## src/rtl/countdown_timer.sv

```systemverilog
// rtl/countdown_timer.sv - BCD hh:mm:ss.mmm countdown timer with load validation
module countdown_timer #(
    parameter int HOURS_MAX = 23
) (
    input  logic        clk_in,
    input  logic        resetn,
    input  logic        tick,
    input  logic        load,
    input  logic        start_stop,
    input  logic [7:0]  Hours_i,
    input  logic [7:0]  Minutes_i,
    input  logic [7:0]  Seconds_i,
    input  logic [11:0] milli_i,
    output logic [7:0]  Hours_o,
    output logic [7:0]  Minutes_o,
    output logic [7:0]  Seconds_o,
    output logic [11:0] milli_o,
    output logic        running,
    output logic        expired,
    output logic        expired_pulse,
    output logic        load_err
);

    typedef enum logic [1:0] {
        IDLE    = 2'd0,
        RUN     = 2'd1,
        PAUSED  = 2'd2,
        EXPIRED = 2'd3
    } state_t;

    // Count is kept as nine BCD digits: {hh, mm, ss, mmm}, ms units in [3:0].
    state_t      state_q, state_d;
    logic [35:0] cnt_q, cnt_d;
    logic [35:0] cnt_dec;
    logic [35:0] preset;
    logic        pulse_q, pulse_d;
    logic        err_q, err_d;
    logic        preset_ok;
    logic        cnt_zero;
    logic        dec_zero;
    logic        borrow;
    logic [4:0]  dig_res;
    logic [7:0]  hours_val;

    // Returns {borrow_out, digit}; a zero digit under borrow wraps to its max.
    function automatic logic [4:0] dec_digit(input logic [3:0] d,
                                             input logic [3:0] max_val,
                                             input logic       borrow_in);
        if (!borrow_in) begin
            return {1'b0, d};
        end
        if (d == 4'd0) begin
            return {1'b1, max_val};
        end
        return {1'b0, d - 4'd1};
    endfunction

    // Tens of seconds and tens of minutes wrap to 5, every other digit to 9.
    function automatic logic [3:0] digit_max(input int idx);
        return ((idx == 4) || (idx == 6)) ? 4'd5 : 4'd9;
    endfunction

    assign preset    = {Hours_i, Minutes_i, Seconds_i, milli_i};
    assign hours_val = ({4'd0, Hours_i[7:4]} * 8'd10) + {4'd0, Hours_i[3:0]};

    // A preset is accepted only when every digit is legal BCD for its position.
    always_comb begin
        preset_ok = (Hours_i[7:4]   <= 4'd9) && (Hours_i[3:0]   <= 4'd9) &&
                    (hours_val      <= 8'(HOURS_MAX)) &&
                    (Minutes_i[7:4] <= 4'd5) && (Minutes_i[3:0] <= 4'd9) &&
                    (Seconds_i[7:4] <= 4'd5) && (Seconds_i[3:0] <= 4'd9) &&
                    (milli_i[11:8]  <= 4'd9) && (milli_i[7:4]   <= 4'd9) &&
                    (milli_i[3:0]   <= 4'd9);
    end

    // One-millisecond decrement rippling a borrow from ms units up to hours tens.
    always_comb begin
        cnt_dec = cnt_q;
        borrow  = 1'b1;
        dig_res = 5'd0;
        for (int i = 0; i < 9; i++) begin
            dig_res            = dec_digit(cnt_q[i*4 +: 4], digit_max(i), borrow);
            cnt_dec[i*4 +: 4]  = dig_res[3:0];
            borrow             = dig_res[4];
        end
    end

    assign cnt_zero = (cnt_q == 36'd0);
    assign dec_zero = (cnt_dec == 36'd0);

    // Next state / count: load beats start_stop, which beats tick.
    always_comb begin
        state_d = state_q;
        cnt_d   = cnt_q;
        pulse_d = 1'b0;
        err_d   = 1'b0;
        if (load) begin
            if (preset_ok) begin
                cnt_d   = preset;
                state_d = IDLE;
            end else begin
                err_d = 1'b1;
            end
        end else if (start_stop) begin
            case (state_q)
                IDLE:    state_d = cnt_zero ? IDLE : RUN;
                RUN:     state_d = PAUSED;
                PAUSED:  state_d = RUN;
                EXPIRED: state_d = EXPIRED;
                default: state_d = IDLE;
            endcase
        end else if (tick && (state_q == RUN)) begin
            // RUN always holds a nonzero count, so the borrow chain never underflows.
            cnt_d = cnt_dec;
            if (dec_zero) begin
                state_d = EXPIRED;
                pulse_d = 1'b1;
            end
        end
    end

    // State, count and the two one-cycle pulses; reset clears everything including the preset.
    always_ff @(posedge clk_in) begin
        if (!resetn) begin
            state_q <= IDLE;
            cnt_q   <= 36'd0;
            pulse_q <= 1'b0;
            err_q   <= 1'b0;
        end else begin
            state_q <= state_d;
            cnt_q   <= cnt_d;
            pulse_q <= pulse_d;
            err_q   <= err_d;
        end
    end

    assign Hours_o       = cnt_q[35:28];
    assign Minutes_o     = cnt_q[27:20];
    assign Seconds_o     = cnt_q[19:12];
    assign milli_o       = cnt_q[11:0];
    assign running       = (state_q == RUN);
    assign expired       = (state_q == EXPIRED);
    assign expired_pulse = pulse_q;
    assign load_err      = err_q;

endmodule

```

## config.mk

```make
export PLATFORM = sky130hd
export DESIGN_NAME = countdown_timer
export DESIGN_NICKNAME = d
export VERILOG_FILES = /design/src/rtl/countdown_timer.sv
export SDC_FILE = /design/constraint.sdc
export NUM_CORES = 1
export LEC_CHECK = 0
export ABC_AREA = 1
export BUFFER_PORTS_ARGS = -buffer_cell sky130_fd_sc_hd__buf_4
export CORE_MARGIN = 3
export CORE_UTILIZATION = 45
export CTS_BUF_LIST = sky130_fd_sc_hd__clkbuf_2
export DETAILED_ROUTE_END_ITERATION = 8
export GPL_TIMING_DRIVEN = 0
export HOLD_SLACK_MARGIN = 0.15
export PLACE_DENSITY = 0.7
export SLEW_MARGIN = 0
export SYNTH_ARGS = -nofsm -noshare
export SYNTH_HDL_FRONTEND = slang
export SYNTH_SLANG_ARGS = --single-unit
```

## constraint.sdc

```tcl
create_clock -name clk_in -period 3.05 [get_ports clk_in]
set_input_delay 0.1525 -clock clk_in [delete_from_list [all_inputs] [get_ports clk_in]]
set_output_delay 0.1525 -clock clk_in [all_outputs]
set_load 0.1 [all_outputs]
```

==> flow_metrics.env, run 1 <==
export IMPL_p_per_area_nw_per_um2=321
export IMPL_drt_first_pass_iters=6
export IMPL_start_util=0.478
export IMPL_root_buffer="clkbuf_2"
export IMPL_gr_total_overflow=0
export IMPL_yosysTopAreaCell="dfxtp_1"
export IMPL_end_kind="flop"
export IMPL_antenna_found_initial=0
export IMPL_wl_per_cell_um=14.2
export IMPL_worstSkewPairLatency_ns=0.42
export IMPL_status="finished clean"
export IMPL_seq_area_frac_synth=0.239
export IMPL_grt_max_degree=12
export IMPL_gr_usage_all_layers=0.256
export IMPL_final_area_sq_um=4580
export IMPL_hold_viol=0
export IMPL_drtIter0Drc=334
export IMPL_vias=4193
export IMPL_layout_drive_gt1_share=0.184
export IMPL_fmax_mhz=351
export IMPL_path_cells="dlygate4sd3_1 -> buf_4 -> fa_1 -> xnor2_1 -> o21ai_0 -> inv_1 -> o2111ai_2 -> nor2_2 -> nor2_2 -> inv_2 -> buf_4 -> o21ai_0 -> a21oi_1 -> dlygate4sd3_1"
export IMPL_p_leak_nw=2.17
export IMPL_synth_cells=554
export IMPL_setup_viol=0
export IMPL_criticalPathCategory="input pin to flop"
export IMPL_register_area_sq_um=801
export IMPL_ioPinCount=81
export IMPL_fillers=674
export IMPL_critPathMaxStageDelay_ns=0.56
export IMPL_max_vdd_ir_drop_mv=0.217
export IMPL_h_tree_depth=2
export IMPL_rr_worst_depth=8
export IMPL_worst_path_max_fanout=10
export IMPL_worst_path_buf_inv=6
export IMPL_fin_cells=782
export IMPL_hpwl_um=8080
export IMPL_n_antenna_cell=0
export IMPL_cap_violations=0
export IMPL_worst_hold_slack_ns=0.161
export IMPL_holdPathEnd="cnt_q[3]"
export IMPL_grt_pass1_vias=3754
export IMPL_rows=30
export IMPL_min_delay_start="milli_i[3]"
export IMPL_worstSetupStartpointType="input pin"
export IMPL_final_util=0.653
export IMPL_cpMaxStageDelayCell="dlygate4sd3_1"
export IMPL_nets=737
export IMPL_drcViolationCount=0
export IMPL_clock_sinks=40
export IMPL_min_path_cells=5
export IMPL_clkSlewWorstSetupHoldPaths_ns=0.24
export IMPL_synth_cell_types=37
export IMPL_syn_area_sq_um=3350
export IMPL_cts_buffers=5
export IMPL_fp_dieH_um=92.3
export IMPL_gp_congestion=0.871
export IMPL_die_x_um=92.3
export IMPL_maxSlewHeadroom=0.594
export IMPL_fp_coreArea_sq_um=7020
export IMPL_syn_nets=606
export IMPL_yosys_top_cells_area="dfxtp_1 (24%), nand2_1 (16%), o21ai_0 (11%), a21oi_1 (9.9%), inv_1 (6.3%)"
export IMPL_period_minus_slack_ns=2.85
export IMPL_die_area_sq_um=8520
export IMPL_reg2reg_from="state_q[0]"
export IMPL_synth_top_cell_area_share=0.239
export IMPL_rsz0062_at_grt="no"
export IMPL_ys_warn_count=0
export IMPL_wl_um=11100
export IMPL_avgSynthCellArea_sq_um=6.05
export IMPL_synth_seq_cells=40
export IMPL_finalCritPeriodShare=0.934
export IMPL_slew_violations=0
export IMPL_dpl_cell_count=728
export IMPL_detail_route_antenna_nets=0
export IMPL_fin_worst_skew_ns=0.0366
export IMPL_io_buffers=78
export IMPL_cp_top_family="buffers and inverters"
export IMPL_worstReg2RegEnd="expired_pulse"
export IMPL_grt_pass1_wl_um=17600
export IMPL_viasPerCell=5.36
export IMPL_cts_tree="yes"
export IMPL_multiInputGateArea_sq_um=2270
export IMPL_placed_cell_area_sq_um=4060
export IMPL_tightestPinTransition_ns=0.604
export IMPL_worstPathArrival_ns=3.20
export IMPL_required_ns=3.40
export IMPL_hold_path_class="input pin to flop"
export IMPL_reg2reg_slack_ns=0.40
export IMPL_fin_tns_setup_ns=0
export IMPL_cts_path_max_buffers=2
export IMPL_area_growth_pct=36.6
==> metal layers <==
layer  vias up  share of wire  global-route usage
met5         -              0                   0
met3        29          0.067              0.0390
li1       2096              -                   -
met2       175           0.46               0.431
met1      1893           0.45               0.337
met4         0          0.025              0.0743
==> synthesized netlist by cell type, drive strengths merged <==
cell type and count:
nand3b 4, o211ai 2, nand2 152, o2111ai 1, nand4 12, o21ai 73, fa 2, or2 3
a21o 1, xnor2 1, nor2 65, inv 57, nand3 18, o31a 1, a21boi 3, a31oi 5
clkbuf 11, nor4 3, a21oi 66, dfxtp 40, xor2 10, nor3 5, ha 9, buf 10
==> cells in the final DEF (no fill, tap or decap), drive strengths merged <==
master	n
nand2	152
buf	89
o21ai	73
a21oi	66
nor2	65
inv	57
dlygate4sd3	45
dfxtp	40
nand3	18
clkbuf	18
nand4	12
xor2	10
ha	9
a31oi	5
nor3	5
nand3b	4
nor4	3
a21boi	3
or2	3
o211ai	2
fa	2
o31a	1
a21o	1
xnor2	1
o2111ai	1
clkinv	1
==> final cells by class <==
type | count | share of cell area
Timing Repair Buffer | 124 | 0.228
Clock buffer | 7 | 0.00765
Multi-Input combinational cell | 436 | 0.495
Inverter | 57 | 0.0467
Sequential cell | 40 | 0.175
Clock inverter | 1 | 0.000819
Buffer | 21 | 0.0216
Tap cell | 96 | 0.0262
==> how the worst max path moves through the flow <==
stage	endpoint	from	cells past startpoint
2_1_floorplan	cnt_q[5]	state_q[0]	9
3_3_place_gp	cnt_q[5]	Hours_i[5]	16
3_5_place_dp	cnt_q[11]	Hours_i[5]	16
4_1_cts	cnt_q[24]	Hours_i[2]	14
5_1_grt	cnt_q[29]	Hours_i[2]	16
6_report	cnt_q[22]	Hours_i[2]	14
==> worst reg2reg max path, cell delays in order (launching register included) <==
cell	delay [ns]
dfxtp_1	0.40
inv_1	0.08
nor2_1	0.15
nand2_1	0.09
nor3_1	0.48
dlygate4sd3_1	0.66
nand2_1	0.05
dlygate4sd3_1	0.56
nor2_1	0.16
==> metrics by stage <==
step           total power [mW]  worst slack (ns)
6_report                   1.47             0.202
5_1_grt                    1.56           0.00945
4_1_cts                    1.46            0.0136
3_5_place_dp               1.17            0.0719
2_1_floorplan              1.01             0.264
3_3_place_gp               1.16             0.138
==> power breakdown <==
part           leakage [nW]  total [mW]  switching (mW)  internal, mW
Clock                0.0306       0.257           0.195        0.0613
Combinational          1.82       0.663           0.426         0.236
Sequential            0.323       0.552          0.0159         0.536
==> flip-flops by register name, summed over array words and instances, names as in the netlist <==
signal and count:
load_err 1, expired_pulse 1, state_q 2, cnt_q 36
==> cells by family after synthesis <==
logic type,synth area share
AOI/OAI and AO/OA,0.235
xor gates and xnor gates,0.0287
adders and majority gates,0.0455
buffers and inverters,0.0925
DFF,0.239
and+or+nand+nor,0.359
==> repair_timing <==
item                                   4_1_cts  5_1_grt
resized for setup                            0        8
setup endpoints to repair                    0        8
hold buffers                                44        1
buffers inserted                             0        1
endpoints found under the hold margin       37        1
Power figures use the tool's default switching activity.
==> run 2: changes to the inputs <==
Settings changed: GPL_TIMING_DRIVEN 0 to 1.
==> flow_metrics.env, run 2 (same netlist as run 1, synthesis figures left out) <==
export IMPL_hold_viol=0
export IMPL_fin_worst_skew_ns=0.0283
export IMPL_grt_pass1_vias=3812
export IMPL_drt_first_pass_iters=7
export IMPL_criticalPathCategory="input pin to flop"
export IMPL_min_path_cells=7
export IMPL_tightestPinTransition_ns=0.501
export IMPL_vias=4073
export IMPL_p_per_area_nw_per_um2=313
export IMPL_critPathMaxStageDelay_ns=0.55
export IMPL_wl_per_cell_um=13.6
export IMPL_worstReg2RegEnd="state_q[1]"
export IMPL_fp_coreArea_sq_um=7020
export IMPL_ioPinCount=81
export IMPL_root_buffer="clkbuf_2"
export IMPL_path_cells="dlygate4sd3_1 -> buf_4 -> fa_1 -> nand2_1 -> nand2_1 -> nand2_1 -> a21oi_1 -> nor3_2 -> o2111ai_2 -> nor2_2 -> nor2_2 -> inv_2 -> buf_12 -> o21ai_0 -> a21oi_1 -> dlygate4sd3_1"
export IMPL_reg_top3="cnt_q: 36 flops, state_q: 2 flops"
export IMPL_worst_hold_slack_ns=0.283
export IMPL_viasPerCell=5.22
export IMPL_die_area_sq_um=8520
export IMPL_p_leak_nw=2.25
export IMPL_status="finished clean"
export IMPL_worstSetupStartpointType="input pin"
export IMPL_cts_buffers=5
export IMPL_layout_commonest_cell="nand2_1"
export IMPL_worstPathArrival_ns=3.22
export IMPL_regMostFlops="cnt_q"
export IMPL_min_delay_start="Seconds_i[7]"
export IMPL_period_minus_slack_ns=2.85
export IMPL_slew_violations=0
export IMPL_cap_violations=0
export IMPL_finalCritPeriodShare=0.934
export IMPL_required_ns=3.42
export IMPL_drcViolationCount=0
export IMPL_wl_um=10600
export IMPL_gr_total_overflow=0
export IMPL_clkSlewWorstSetupHoldPaths_ns=0.23
export IMPL_cp_top_family="buffers and inverters"
export IMPL_h_tree_depth=2
export IMPL_clock_sinks=40
export IMPL_crit_path_frequent_cell="nand2_1"
export IMPL_largest_reg_flops=36
export IMPL_worstSkewPairLatency_ns=0.43
export IMPL_grt_pass1_wl_um=17400
export IMPL_hold_path_class="input pin to flop"
export IMPL_grt_max_degree=47
export IMPL_cts_tree="yes"
export IMPL_die_x_um=92.3
export IMPL_io_buffers=80
export IMPL_rows=30
export IMPL_area_growth_pct=39.6
export IMPL_rr_worst_depth=17
export IMPL_reg2reg_slack_ns=0.45
export IMPL_worst_path_max_fanout=22
export IMPL_detail_route_antenna_nets=0
export IMPL_drtIter0Drc=235
export IMPL_setup_viol=0
export IMPL_end_kind="flop"
export IMPL_max_vdd_ir_drop_mv=0.170
export IMPL_fp_dieH_um=92.3
export IMPL_start_util=0.478
export IMPL_final_util=0.667
export IMPL_worst_path_buf_inv=5
export IMPL_mostFrequentLayoutCells="nand2_1 (145), buf_4 (84), o21ai_0 (71)"
export IMPL_cpMaxStageDelayCell="dlygate4sd3_1"
export IMPL_layout_drive_gt1_share=0.181
export IMPL_fin_tns_setup_ns=0
export IMPL_maxSlewHeadroom=0.664
export IMPL_gr_usage_all_layers=0.248
export IMPL_holdPathEnd="load_err"
export IMPL_cts_path_max_buffers=2
export IMPL_antenna_found_initial=0
export IMPL_nets=736
export IMPL_gp_congestion=0.866
export IMPL_fmax_mhz=351
export IMPL_n_antenna_cell=0
export IMPL_reg2reg_from="cnt_q[0]"
export IMPL_hpwl_um=7550
run 2: changes by cell type in the layout (fill, tap and decap cells not counted):
| cell | previous run | this run |
|---|---|---|
| clkbuf_2 | 8 | 7 |
| clkbuf_1 | 10 | 0 |
| buf_2 | 6 | 0 |
| dlygate4sd3_1 | 45 | 58 |
| buf_12 | 0 | 1 |
| buf_4 | 80 | 84 |
| buf_1 | 2 | 0 |
run 2: timing repair:
item	4_1_cts	5_1_grt
endpoints found under the setup margin	0	20
hold endpoints to repair	40	0
gates resized for setup	0	9
hold buffers	58	0
setup buffers	0	1
run 2: power by group:
group | internal [mW] | switching (mW) | total [mW]
registers | 0.536 | 0.0163 | 0.552
logic | 0.234 | 0.419 | 0.653
clock network | 0.0612 | 0.198 | 0.259
total | 0.831 | 0.633 | 1.46
run 2: stage by stage:
stage	setup slack, ns	power [mW]	instances	area [sq um]
finish	0.201	1.46	781	4680
global route	-0.00815	1.56	781	4680
CTS	0.136	1.45	780	4640
detailed placement	0.218	1.16	714	4020
global placement	0.361	1.15	714	4020
floorplan	0.264	1.01	554	3350
run 2: routing by layer:
layer | GRT usage | up-vias | share of wire
met2 | 0.414 | 137 | 0.47
met5 | 0 | - | 0
met4 | 0.0718 | 0 | 0.015
li1 | - | 2088 | -
met1 | 0.332 | 1833 | 0.46
met3 | 0.0349 | 15 | 0.057
run 2: worst max path at each step:
stage | start | end | cells after the start
floorplan | state_q[0] | cnt_q[5] | 9
global placement | Hours_i[5] | cnt_q[35] | 15
detailed placement | Hours_i[5] | cnt_q[18] | 16
CTS | Hours_i[2] | cnt_q[11] | 16
global route | Hours_i[2] | cnt_q[17] | 16
finish | Hours_i[2] | cnt_q[15] | 16
run 2: worst register-to-register path, stage by stage, from the launching register on:
cell,delay [ns]
dfxtp_1,0.39
inv_1,0.11
ha_1,0.23
nand2_2,0.15
nor2_8,0.23
nand2_8,0.11
nor2_8,0.21
nand3_2,0.15
nand2_1,0.09
nand2_1,0.08
nor2_1,0.12
nand2_1,0.06
nor2_1,0.13
nand4_1,0.12
nand2_1,0.12
nand2_1,0.08
nand2_1,0.06
a21oi_1,0.06
run 2: cell type report:
cell class / count / area, sq um
clock inverters: 1 / 3.75
well taps: 96 / 120
inverters: 57 / 214
repair buffers: 144 / 1240
clock buffers: 7 / 35.0
flip-flops and latches: 40 / 801
multi-input cells: 436 / 2270
fillers: 654 / 2340
==> run 3: changes to the inputs <==
Settings changed: ABC_AREA 1 to unset.
==> flow_metrics.env, run 3 <==
export IMPL_cts_path_max_buffers=2
export IMPL_netSwitchingPower_mw=0.488
export IMPL_worstReg2RegEnd="cnt_q[22]"
export IMPL_grt_pass1_wl_um=18400
export IMPL_syn_area_sq_um=3170
export IMPL_holdPathEnd="cnt_q[11]"
export IMPL_gp_congestion=0.909
export IMPL_max_vdd_ir_drop_mv=0.184
export IMPL_clock_sinks=40
export IMPL_synth_cell_types=71
export IMPL_yosys_top_cells_area="dfxtp_1 (25%), a21oi_1 (6.0%), nand2_1 (4.7%), nor2_1 (4.4%), o21ai_0 (3.9%)"
export IMPL_n_antenna_cell=0
export IMPL_reg2reg_slack_ns=0.37
export IMPL_async_flop_share=0
export IMPL_rr_worst_depth=9
export IMPL_slew_violations=0
export IMPL_reg2reg_from="cnt_q[0]"
export IMPL_maxSlewHeadroom=0.561
export IMPL_ioPinCount=81
export IMPL_layout_commonest_cell="buf_4"
export IMPL_pwr_share_seq=0.431
export IMPL_worstSkewPairLatency_ns=0.43
export IMPL_seq_area_frac_synth=0.253
export IMPL_finalCritPeriodShare=0.951
export IMPL_fillers=627
export IMPL_area_growth_pct=35.3
export IMPL_cts_tree="yes"
export IMPL_tightestPinTransition_ns=0.658
export IMPL_viasPerCell=6.35
export IMPL_critPathMaxStageDelay_ns=0.57
export IMPL_min_delay_start="milli_i[11]"
export IMPL_path_cells="buf_4 -> ha_1 -> ha_1 -> inv_1 -> fa_1 -> xnor2_1 -> and3_1 -> nor4_4 -> and4bb_2 -> buf_4 -> nand3_1 -> dlygate4sd3_1 -> a21oi_1"
export IMPL_grt_pass1_vias=3665
export IMPL_end_kind="flop"
export IMPL_worstSetupStartpointType="input pin"
export IMPL_synthFlopType="dfxtp_1"
export IMPL_cp_top_family="buffers and inverters"
export IMPL_drt_first_pass_iters=5
export IMPL_synth_top_cell_area_share=0.253
export IMPL_yosysTopAreaCell="dfxtp_1"
export IMPL_synth_cells=427
export IMPL_p_leak_nw=1.85
export IMPL_min_path_cells=4
export IMPL_fin_worst_skew_ns=0.0306
export IMPL_required_ns=3.44
export IMPL_syn_nets=479
export IMPL_die_x_um=89.9
export IMPL_combPwrFrac=0.363
export IMPL_gr_total_overflow=0
export IMPL_hold_viol=0
export IMPL_vias=3973
export IMPL_setup_viol=0
export IMPL_rows=29
export IMPL_synth_seq_cells=40
export IMPL_worstPathArrival_ns=3.28
export IMPL_criticalPathCategory="input pin to flop"
export IMPL_ys_warn_count=0
export IMPL_synth_edf_count=0
export IMPL_swShare=0.385
export IMPL_worst_path_max_fanout=12
export IMPL_wl_um=11400
export IMPL_antenna_found_initial=0
export IMPL_start_util=0.480
export IMPL_regMostFlops="cnt_q"
export IMPL_largest_reg_flops=36
export IMPL_cap_violations=0
export IMPL_drtIter0Drc=428
export IMPL_gr_usage_all_layers=0.272
export IMPL_rsz0062_at_grt="no"
export IMPL_nets=584
export IMPL_root_buffer="clkbuf_2"
export IMPL_p_per_area_nw_per_um2=295
export IMPL_worst_path_buf_inv=4
export IMPL_cpMaxStageDelayCell="dlygate4sd3_1"
export IMPL_grt_max_degree=46
export IMPL_hpwl_um=7870
export IMPL_fmax_mhz=345
export IMPL_final_area_sq_um=4290
export IMPL_reg_top3="cnt_q: 36 flops, state_q: 2 flops"
export IMPL_drcViolationCount=0
export IMPL_io_buffers=80
export IMPL_h_tree_depth=2
export IMPL_layout_drive_gt1_share=0.227
export IMPL_wl_per_cell_um=18.2
export IMPL_clkSlewWorstSetupHoldPaths_ns=0.25
export IMPL_cts_buffers=5
export IMPL_mostFrequentLayoutCells="buf_4 (92), nand2_1 (40), dfxtp_1 (40)"
export IMPL_hold_path_class="input pin to flop"
export IMPL_detail_route_antenna_nets=0
export IMPL_fin_tns_setup_ns=0
export IMPL_fp_dieH_um=89.9
export IMPL_period_minus_slack_ns=2.90
export IMPL_avgSynthCellArea_sq_um=7.43
export IMPL_synth_common_cells="dfxtp_1 (40), nand2_1 (40), a21oi_1 (38)"
export IMPL_fp_coreArea_sq_um=6600
export IMPL_status="finished clean"
export IMPL_p_int_mw=0.779
export IMPL_placed_cell_area_sq_um=3870
export IMPL_die_area_sq_um=8090
export IMPL_clkPwrFrac=0.207
## run 3: layout make-up
cell class	instances	area, sq um	share of cell area
multi-input combinational	341	2190	0.512
clock inverter	2	11.3	0.00262
clock buffer	6	30.0	0.00700
inverter	15	56.3	0.0131
sequential	40	801	0.187
tap	93	116	0.0271
timing repair buffer	129	1080	0.252
## run 3: repair_timing
item                                    CTS  global route
hold endpoints to repair                 33             1
setup buffers                             0             2
endpoints found under the setup margin    0             1
hold buffers                             34             1
resized for setup                         0             1
## run 3: tightest hold or removal path, stage by stage
cell,delay [ns]
buf_4,0.08
inv_1,0.04
a21oi_1,0.14
o221a_2,0.18
## run 3: metal layers
metal | up-vias | routed length [um] | GRT usage
li1 | 1850 | - | -
met1 | 1878 | 4840 | 0.366
met2 | 220 | 5330 | 0.442
met3 | 25 | 1020 | 0.0534
met4 | 0 | 206 | 0.0765
met5 | - | 0 | 0
## run 3: cells by family (layout without fill, tap and decap cells)
group	count (synthesis)	count (layout)	synth area share
buffers and inverters	46	152	0.0588
muxes	5	5	0.0166
DFF	40	40	0.253
adders and majority gates	11	11	0.0481
AOI/OAI and AO/OA	138	138	0.294
xor gates and xnor gates	5	5	0.0138
and+or+nand+nor	182	182	0.316
## run 3: worst max path at each step
stage | start | end | slack [ns] | cells past startpoint
floorplan | cnt_q[1] | cnt_q[18] | 0.27 | 9
global placement | Hours_i[5] | cnt_q[35] | 0.17 | 12
detailed placement | Hours_i[5] | cnt_q[3] | 0.005 | 12
CTS | Hours_i[5] | cnt_q[0] | 0.14 | 13
global route | Hours_i[5] | cnt_q[0] | 0.008 | 13
finish | Hours_i[5] | cnt_q[0] | 0.15 | 13
## run 3: through the flow
step           cells  setup slack, ns  power [mW]  utilization  hold slack [ns]
5_1_grt          626          0.00827        1.32        0.650            0.209
2_1_floorplan    427            0.274       0.833            -            0.225
3_5_place_dp     581          0.00530       0.968        0.587            0.374
4_1_cts          623            0.136        1.25        0.645            0.155
3_3_place_gp     581            0.170       0.963        0.587            0.376
6_report         626            0.151        1.27        0.650            0.205
## run 3: power by group through the flow
stage                     Clock [mW]  Combinational [mW]  Sequential (mW)
final                          0.262               0.460            0.546
after global routing           0.280               0.497            0.547
after CTS                      0.256               0.447            0.545
after detailed placement           0               0.413            0.555
after global placement             0               0.408            0.555
after floorplan                    0               0.237            0.596
